<file path="src/rtl/filter_stats_pkg.sv">
// ============================================================================
//  Module  : filter_stats_pkg
//  Purpose : Shared constants and types for the port statistics CSR block:
//            register addresses, counter-type encoding and ctrl bit positions.
//  Ports   : none (package)
//  Rev     : 1.0  initial release
// ============================================================================
`default_nettype none

package filter_stats_pkg;

    // Word addresses of the scalar registers
    localparam logic [7:0] REG_PORT_MASK   = 8'h00;
    localparam logic [7:0] REG_CTRL        = 8'h01;
    localparam logic [7:0] REG_IRQ_STATUS  = 8'h02;
    localparam logic [7:0] REG_IRQ_ENABLE  = 8'h03;
    localparam logic [7:0] REG_DROP_THRESH = 8'h04;

    // Bit positions inside the ctrl register
    localparam int CTRL_SNAP_BIT  = 0;
    localparam int CTRL_CLEAR_BIT = 1;

    // Number of counter types per port
    localparam int NUM_CTR_TYPES = 6;

    // Counter type, as decoded from address[7:4]
    typedef enum logic [3:0] {
        CTR_IN_PKT       = 4'd1,
        CTR_TRANSF_PKT   = 4'd2,
        CTR_IN_FRAME     = 4'd3,
        CTR_TRANSF_FRAME = 4'd4,
        CTR_INV_FRAME    = 4'd5,
        CTR_DROP_FRAME   = 4'd6
    } stats_ctr_e;

    // Zero-based array index of a counter type
    function automatic int ctr_idx(input stats_ctr_e t);
        return int'(t) - 1;
    endfunction

endpackage

`default_nettype wire

</file>
<file path="src/rtl/stats_counter.sv">
// ============================================================================
//  Module  : stats_counter
//  Purpose : Saturating event counter with synchronous clear and a shadow
//            register loaded on snapshot.
//  Ports   : clk, reset (async, active-low)
//            inc    - increment strobe
//            clr    - zero the live value (wins over inc)
//            snap   - copy the pre-update live value into shadow
//            live   - current count
//            shadow - last snapshot
//            step   - high when this cycle's strobe actually advances live
//  Rev     : 1.0  initial release
// ============================================================================
`default_nettype none

module stats_counter #(
    parameter int CTR_WIDTH = 32
) (
    input  logic                 clk,
    input  logic                 reset,
    input  logic                 inc,
    input  logic                 clr,
    input  logic                 snap,
    output logic [CTR_WIDTH-1:0] live,
    output logic [CTR_WIDTH-1:0] shadow,
    output logic                 step
);

    logic w_sat;

    assign w_sat = (live == {CTR_WIDTH{1'b1}});
    assign step  = inc && !clr && !w_sat;

    always_ff @(posedge clk or negedge reset) begin
        if (!reset) begin
            live <= '0;
        end else if (clr) begin
            live <= '0;
        end else if (step) begin
            live <= live + 1'b1;
        end
    end

    // Shadow takes the value before this edge's update, so a strobe or clear
    // in the snapshot cycle is not reflected in the captured copy.
    always_ff @(posedge clk or negedge reset) begin
        if (!reset) begin
            shadow <= '0;
        end else if (snap) begin
            shadow <= live;
        end
    end

endmodule

`default_nettype wire

</file>
<file path="src/rtl/port_stats_csr.sv">
// ============================================================================
//  Module  : port_stats_csr
//  Purpose : Avalon-MM register slave holding the ingress port mask and six
//            saturating event counters per port, with atomic snapshot, bulk
//            clear and an optional per-port drop-threshold interrupt.
//  Config  : PORT_STATS_IRQ_EN - when defined, irq_status / irq_enable /
//            drop_threshold and the interrupt logic are built; otherwise irq
//            is tied low and addresses 0x02-0x04 read 0 and ignore writes.
//  Ports   : clk, reset (async, active-low)
//            chipselect, read, write, address[7:0], writedata[31:0]
//            readdata[31:0]  - registered, valid one cycle after the read
//            ev_*[NUM_PORTS] - per-port increment strobes
//            port_mask       - ingress enable, active-high
//            irq             - level interrupt
//  Rev     : 1.0  initial release
// ============================================================================
`default_nettype none

module port_stats_csr
    import filter_stats_pkg::*;
#(
    parameter int NUM_PORTS = 4,
    parameter int CTR_WIDTH = 32
) (
    input  logic                 clk,
    input  logic                 reset,
    input  logic                 chipselect,
    input  logic                 read,
    input  logic                 write,
    input  logic [7:0]           address,
    input  logic [31:0]          writedata,
    output logic [31:0]          readdata,
    input  logic [NUM_PORTS-1:0] ev_in_pkt,
    input  logic [NUM_PORTS-1:0] ev_transf_pkt,
    input  logic [NUM_PORTS-1:0] ev_in_frame,
    input  logic [NUM_PORTS-1:0] ev_transf_frame,
    input  logic [NUM_PORTS-1:0] ev_inv_frame,
    input  logic [NUM_PORTS-1:0] ev_drop_frame,
    output logic [NUM_PORTS-1:0] port_mask,
    output logic                 irq
);

    localparam int DROP_IDX = ctr_idx(CTR_DROP_FRAME);

    logic                                                    w_wr_en;
    logic                                                    w_rd_en;
    logic                                                    w_snap;
    logic                                                    w_clr;
    logic [NUM_CTR_TYPES-1:0][NUM_PORTS-1:0]                 w_ev;
    logic [NUM_CTR_TYPES-1:0][NUM_PORTS-1:0]                 w_step;
    logic [NUM_CTR_TYPES-1:0][NUM_PORTS-1:0][CTR_WIDTH-1:0]  w_live;
    logic [NUM_CTR_TYPES-1:0][NUM_PORTS-1:0][CTR_WIDTH-1:0]  w_shadow;
    logic [31:0]                                             w_rdata;
    logic [NUM_PORTS-1:0]                                    r_port_mask;

    assign w_wr_en = chipselect && write;
    assign w_rd_en = chipselect && read;
    assign w_snap  = w_wr_en && (address == REG_CTRL) && writedata[CTRL_SNAP_BIT];
    assign w_clr   = w_wr_en && (address == REG_CTRL) && writedata[CTRL_CLEAR_BIT];

    // Array order follows the address map: index t is counter type t+1
    assign w_ev[0] = ev_in_pkt;
    assign w_ev[1] = ev_transf_pkt;
    assign w_ev[2] = ev_in_frame;
    assign w_ev[3] = ev_transf_frame;
    assign w_ev[4] = ev_inv_frame;
    assign w_ev[5] = ev_drop_frame;

    // ------------------------------------------------------------------
    // Counter array
    // ------------------------------------------------------------------
    for (genvar t = 0; t < NUM_CTR_TYPES; t++) begin : g_type
        for (genvar p = 0; p < NUM_PORTS; p++) begin : g_port
            stats_counter #(
                .CTR_WIDTH (CTR_WIDTH)
            ) u_ctr (
                .clk    (clk),
                .reset  (reset),
                .inc    (w_ev[t][p]),
                .clr    (w_clr),
                .snap   (w_snap),
                .live   (w_live[t][p]),
                .shadow (w_shadow[t][p]),
                .step   (w_step[t][p])
            );
        end
    end

    // ------------------------------------------------------------------
    // Port mask
    // ------------------------------------------------------------------
    always_ff @(posedge clk or negedge reset) begin
        if (!reset) begin
            r_port_mask <= '0;
        end else if (w_wr_en && (address == REG_PORT_MASK)) begin
            r_port_mask <= writedata[NUM_PORTS-1:0];
        end
    end

    assign port_mask = r_port_mask;

    // ------------------------------------------------------------------
    // Drop-threshold interrupt
    // ------------------------------------------------------------------
`ifdef PORT_STATS_IRQ_EN
    logic [NUM_PORTS-1:0] r_irq_status;
    logic [NUM_PORTS-1:0] r_irq_enable;
    logic [CTR_WIDTH-1:0] r_drop_thresh;
    logic [NUM_PORTS-1:0] w_irq_set;
    logic [NUM_PORTS-1:0] w_irq_w1c;

    // A port fires when its drop counter steps from thresh-1 to thresh.
    // Comparing against thresh-1 avoids a carry past the counter width.
    for (genvar p = 0; p < NUM_PORTS; p++) begin : g_irq_set
        assign w_irq_set[p] = w_step[DROP_IDX][p] && (r_drop_thresh != '0) &&
                              (w_live[DROP_IDX][p] == r_drop_thresh - 1'b1);
    end

    assign w_irq_w1c = (w_wr_en && (address == REG_IRQ_STATUS)) ?
                       writedata[NUM_PORTS-1:0] : '0;

    always_ff @(posedge clk or negedge reset) begin
        if (!reset) begin
            r_irq_status  <= '0;
            r_irq_enable  <= '0;
            r_drop_thresh <= '0;
        end else begin
            // Set is applied after the clear so a coincident crossing survives
            r_irq_status <= (r_irq_status & ~w_irq_w1c) | w_irq_set;
            if (w_wr_en && (address == REG_IRQ_ENABLE)) begin
                r_irq_enable <= writedata[NUM_PORTS-1:0];
            end
            if (w_wr_en && (address == REG_DROP_THRESH)) begin
                r_drop_thresh <= writedata[CTR_WIDTH-1:0];
            end
        end
    end

    assign irq = |(r_irq_status & r_irq_enable);
`else
    assign irq = 1'b0;
`endif

    // ------------------------------------------------------------------
    // Read path: decode from current register state, so a read that
    // coincides with a write to the same register returns the old value.
    // ------------------------------------------------------------------
    always_comb begin
        w_rdata = '0;
        case (address)
            REG_PORT_MASK:   w_rdata = 32'(r_port_mask);
`ifdef PORT_STATS_IRQ_EN
            REG_IRQ_STATUS:  w_rdata = 32'(r_irq_status);
            REG_IRQ_ENABLE:  w_rdata = 32'(r_irq_enable);
            REG_DROP_THRESH: w_rdata = 32'(r_drop_thresh);
`endif
            default:         w_rdata = '0;
        endcase
        // Counter window; unmatched port indices fall through to 0
        for (int t = 0; t < NUM_CTR_TYPES; t++) begin
            for (int p = 0; p < NUM_PORTS; p++) begin
                if ((address[7:4] == 4'(t + 1)) && (address[3:0] == 4'(p))) begin
                    w_rdata = 32'(w_shadow[t][p]);
                end
            end
        end
    end

    always_ff @(posedge clk or negedge reset) begin
        if (!reset) begin
            readdata <= '0;
        end else if (w_rd_en) begin
            readdata <= w_rdata;
        end
    end

    // Live values of most counters, their step flags and the upper data
    // bits are not consumed in every configuration.
    logic unused_ok;
    assign unused_ok = ^{writedata, w_live, w_step};

endmodule

`default_nettype wire

</file>
<file path="config.mk">
export PLATFORM = sky130hd
export DESIGN_NAME = port_stats_csr
export DESIGN_NICKNAME = d
export VERILOG_FILES = /design/src/rtl/filter_stats_pkg.sv /design/src/rtl/stats_counter.sv /design/src/rtl/port_stats_csr.sv
export SDC_FILE = /design/constraint.sdc
export NUM_CORES = 2
export LEC_CHECK = 0
export BUFFER_PORTS_ARGS = -buffer_cell sky130_fd_sc_hd__buf_2
export CORE_MARGIN = 2
export CORE_UTILIZATION = 42
export DETAILED_ROUTE_END_ITERATION = 8
export SYNTH_ARGS = -nofsm -noshare
export SYNTH_HDL_FRONTEND = slang
export SYNTH_HIERARCHICAL = 1
export SYNTH_SLANG_ARGS = --single-unit
</file>
<file path="constraint.sdc">
create_clock -name clk -period 6.32 [get_ports clk]
set_clock_uncertainty 0.2 [all_clocks]
set_input_delay 0.632 -clock clk [delete_from_list [all_inputs] [get_ports clk]]
set_output_delay 0.632 -clock clk [all_outputs]
set_load 0.1 [all_outputs]
</file>
== Word level (Yosys, flattened, before mapping) ==
Cells that the tools add are included.
Word-level totals
  memories: 0
  bits in registers: 1572
  output and inout bits: 37
  latch bits: 0
  bits in read-only memories: 0
  input bits: 69
  word-level logic and storage cells: 310
  memory bits (writable): 0
Cells by class
  multipliers: 0
  add/sub/neg operators: 24
  mux-type cells: 73
  equality and inequality tests: 34
  $lt $le $gt $ge: 0
  divide/modulo/power cells: 0
  shift operators: 0
  reduce and logical (&&, ||, !) cells: 129
  bitwise logic cells: 0
Operators by type and width (count)
  $mux W32: 72
  $add A32 B1 Y32 const B: 24
  $eq A32 B32 Y1 const B: 24
  $logic_and A1 B1 Y1: 78
  $reduce_bool A2 Y1: 24
  $logic_not A1 Y1: 25
  $eq A4 B2 Y1 const B: 4
  $eq A4 B3 Y1 const B: 3
  $eq A4 B1 Y1 const B: 2
  $eq A8 B1 Y1 const B: 1
  $logic_not A8 Y1: 1
  $logic_not A4 Y1: 1
  $mux W4: 1

== Depth between registers and ports, before layout ==
  depth after elaboration: 26
  gate-level depth with buffers: 11
  depth with buffers taken out: 7

== Modules after synthesis ==
The synthesis kept the hierarchy.
Modules (own cells, without submodules)
  stats_counter: times used 24, cells each 259, area an instance 2995.4 µm², seq. area each 1601.5 µm²
  port_stats_csr: times used 1, cells each 1176, area an instance 8421.8 µm², seq. area each 900.9 µm²

== Worst setup path before layout ==
No wires, ideal clock.
  kind: in2reg
  from: input port address[1]
  to: register g_type[0].g_port[0].u_ctr.live[0]
  cell stages on the path: 9
  setup time: 0.132 ns
  required time: 5.988 ns
  path slack: 3.012 ns
  data arrival time: 2.976 ns
  path buffers: 5
  path through: buf_6 > nor4b_2 > buf_2 > and4_1 > and2_1 > buf_2 > clkbuf_4 > clkbuf_1 > nor2_1
On the way
  word-level cells in the longest chain between the ends: 7
  elaborated cells on any way between the ends: 8
  classes of those cells: eq/ne: 1; mux: 1; reduce/logical: 6
RTL lines
  start, declared: line port_stats_csr.sv:30  | input logic [7:0] address,
  $eq A8 B1 Y1 (*): line port_stats_csr.sv:59  | assign w_clr = w_wr_en && (address == REG_CTRL) && writedata[CTRL_CLEAR_BIT];
  $logic_and A1 B1 Y1 (*) (2 in series): line port_stats_csr.sv:59
  via w_clr: line port_stats_csr.sv:48  | logic w_clr;
  $logic_not A1 Y1: line stats_counter.sv:32  | assign step = inc && !clr && !w_sat;
  $logic_and A1 B1 Y1 (2 in series): line stats_counter.sv:32
  $reduce_bool A2 Y1 (no source line)
  end signal, assigned: line stats_counter.sv:40  | live <= live + 1'b1;
  end, declared: line stats_counter.sv:24  | output logic [CTR_WIDTH-1:0] live,
Mark *: on every way through the listed nets, which the timed path passes. The rest lies on a longest branch.
A chain may end at the register's enable or synchronous reset.

== Final worst setup path ==
  from: input port address[3]
  to: register readdata[30]
On the way
  word-level cells in the longest chain between the ends: 26
  elaborated cells on any way between the ends: 52
  classes of those cells: eq/ne: 3; mux: 24; reduce/logical: 25
RTL lines
  $logic_not A4 Y1: line port_stats_csr.sv:162  | if ((address[7:4] == 4'(t + 1)) && (address[3:0] == 4'(p))) begin
  $logic_and A1 B1 Y1: line port_stats_csr.sv:162
  $mux W32 (23 in series): line port_stats_csr.sv:162
  $mux W32 (*): line port_stats_csr.sv:162
  end signal, assigned: line port_stats_csr.sv:173  | readdata <= w_rdata;
  end, declared: line port_stats_csr.sv:32  | output logic [31:0] readdata,
Every way passes the cells marked *; elsewhere a longest branch is shown, timed or not.

==> results.toml <==
[sta]
finalCriticalPeriod_ns = 4.17
period_share = 0.660
slew_headroom = 0.0508
hold_viol = 0
hold_ws_ns = 0.118
setup_violations = 0
drv_slew = 0
worst_pin_slew_ns = 1.39
setup_tns_ns = 0
rsz0062_at_grt = "false"
fmax_mhz = 240
layout_setup_ws_ns = 2.15

[logic_synthesis]
syn-instance-count = 7368
yosysWarnings = 6
syn-cell-area_um2 = 80200
syn_avg_cell_area_um2 = 10.9
syn_nets = 7461

[clocking]
numCtsBuffers = 176
root_buffer = "clkbuf_16"
cts_sinks = 1572
htreeDepth = 4
clkTransAtPathRegs_ns = 0.06
cts_resized = 0
clk-insertion-delay-late_ns = 0.87
cts_tree = "done"
cts.path.max_buffers = 3

[worst_setup_path]
critPathSlowestCell = "a311oi_1"
arrival_ns = 4.76
crit_path_start_kind = "input pin"
worstSetupPathType = "input pin to flop"
critPathMaxStageDelay_ns = 1.13
crit_path_cell_trace = "buf_2 -> or4b_1 -> o22ai_1 -> o21ai_0 -> o211ai_1 -> a311oi_1 -> o221ai_1 -> nand3_1"
cp_data_required_time_ns = 6.91
critPathCaptureType = "flop"
crit_path_max_fanout = 18

[cells_and_area]
drive_above_1_share = 0.226
final_area_um2 = 89100
nNetsFinal = 7448
areaGrowthSynthToFinish_pct = 11.0

[run]
cap_violations = 0

[power_and_ir_drop]
vdd_drop_max_mv = 0.262
p_sw_frac = 0.277
p_leak_nw = 37.9
p_switching_mw = 6.64
internal-power_mw = 17.4
p_per_area_nw_per_um2 = 270
pwr-share-comb = 0.080
power_frac_clock = 0.445
total_power_mw = 24.0
seq_power_share = 0.475

[detailed_routing]
wl_per_cell_um = 25.8
drt_iter0_markers = 6295
dr.pass1.iters = 9
vias_per_cell = 6.24
drtAntennaViolNets = 0
route.detailed.drc = 0
routed_wl_mm = 258
vias = 62482

[global_route]
antenna_found_initial = 22
gr-total-overflow = 0
grt_pass1_wl_mm = 387
grt_pass1_vias = 58645
grt_use_total = 0.262
grt_max_degree = 171

[die]
dieArea_um2 = 195000
core.rowCount = 160
design.core.area_um2 = 190000
io_pins = 106
start_util = 0.422
dieHeight_um = 441
die_w_um = 441

[placement]
placed_area_um2 = 82900
place.gp.congestion = 0.995
post-place-ws_ns = 1.67
hpwl_mm = 186
port_buffers = 76

[status]
status = "completed"

[worst_hold_path]
hold_path_class = "input pin to flop"
-- stage by stage --
step,instances,util
final,10016,0.469
after global routing,10013,0.469
after CTS,10010,0.469
after detailed placement,9683,0.437
after global placement,9683,0.437
after floorplan,7368,-
-- area by class of cell --
class / instances / area, um^2
tap: 2511 / 3140
clock buffer: 254 / 5110
fill: 17286 / 101000
sequential: 1572 / 39300
multi-input combinational: 5304 / 38500
timing repair buffer: 197 / 1680
antenna: 6 / 15.0
clock inverter: 68 / 932
inverter: 104 / 390
-- power by group through the flow --
stage	combinational, mW	sequential, mW	clock [mW]
floorplan	1.17	11.4	0
global placement	1.86	11.5	0
detailed placement	1.93	11.6	0
CTS	1.94	11.4	10.9
global route	2.18	11.5	11.3
finish	1.93	11.4	10.7
-- cell usage in the layout (no fill, tap or decap), types with 41 or more instances in the layout --
cell / n
a21oi_1: 584
inv_1: 104
and4_1: 49
o22ai_1: 68
nand2_1: 493
or3_1: 271
nor3_1: 41
nand4_1: 131
clkbuf_16: 176
nor4_1: 75
o311ai_0: 49
mux2i_1: 51
o21ai_0: 459
nor2_1: 392
o41ai_2: 49
o31ai_1: 198
nor2b_1: 105
buf_4: 89
nand3_1: 274
mux2_2: 840
a22oi_1: 46
or4_1: 216
a221oi_1: 44
clkbuf_8: 41
dfrtp_1: 1572
and3_1: 56
xor2_1: 144
or3_2: 48
buf_2: 73
-- path summary, 6_finish.rpt --
kind | cells after the start | slack (ns) | end | startpoint
max | 8 | 2.15 | readdata[30]$_DFFE_PN0P_ | address[3]
min reg2reg | 1 | 0.30 | g_type[0].g_port[2].u_ctr/shadow[3]$_DFFE_PN0P_ | g_type[0].g_port[2].u_ctr/shadow[3]$_DFFE_PN0P_
min | 4 | 0.12 | g_type[0].g_port[2].u_ctr/live[18]$_DFFE_PN0P_ | ev_in_pkt[2]
max in group asynchronous | 3 | 4.06 | g_type[4].g_port[0].u_ctr/shadow[1]$_DFFE_PN0P_ | reset
max reg2reg | 8 | 2.77 | readdata[8]$_DFFE_PN0P_ | g_type[0].g_port[3].u_ctr/shadow[8]$_DFFE_PN0P_
min in group asynchronous | 2 | 0.19 | g_type[2].g_port[2].u_ctr/shadow[23]$_DFFE_PN0P_ | reset
-- worst max-delay path: cells and delay by family --
family	cells	cell delay [ns]
and+or+nand+nor	2	1.18
buffers and inverters	1	0.41
AOI/OAI and AO/OA	5	2.51
-- state kept, by name (all words and copies together), names as in the netlist --
name and count:
g_type.g_port.u_ctr/shadow 768, port_mask 4, g_type.g_port.u_ctr/live 768, readdata 32
-- layer usage --
layer | track usage | share of wire | up-vias
met1 | 0.366 | 0.44 | 31979
met2 | 0.395 | 0.44 | 1997
met4 | 0.114 | 0.048 | 12
met5 | 0 | 0.00061 | -
li1 | - | - | 28006
met3 | 0.0527 | 0.070 | 488
-- repair_timing --
item / 4_1_cts / 5_1_grt
hold endpoints to repair: 96 / 0
hold buffers: 5 / 0
buffers inserted: 0 / 0
No activity file was read; power rests on OpenSTA's default activity.
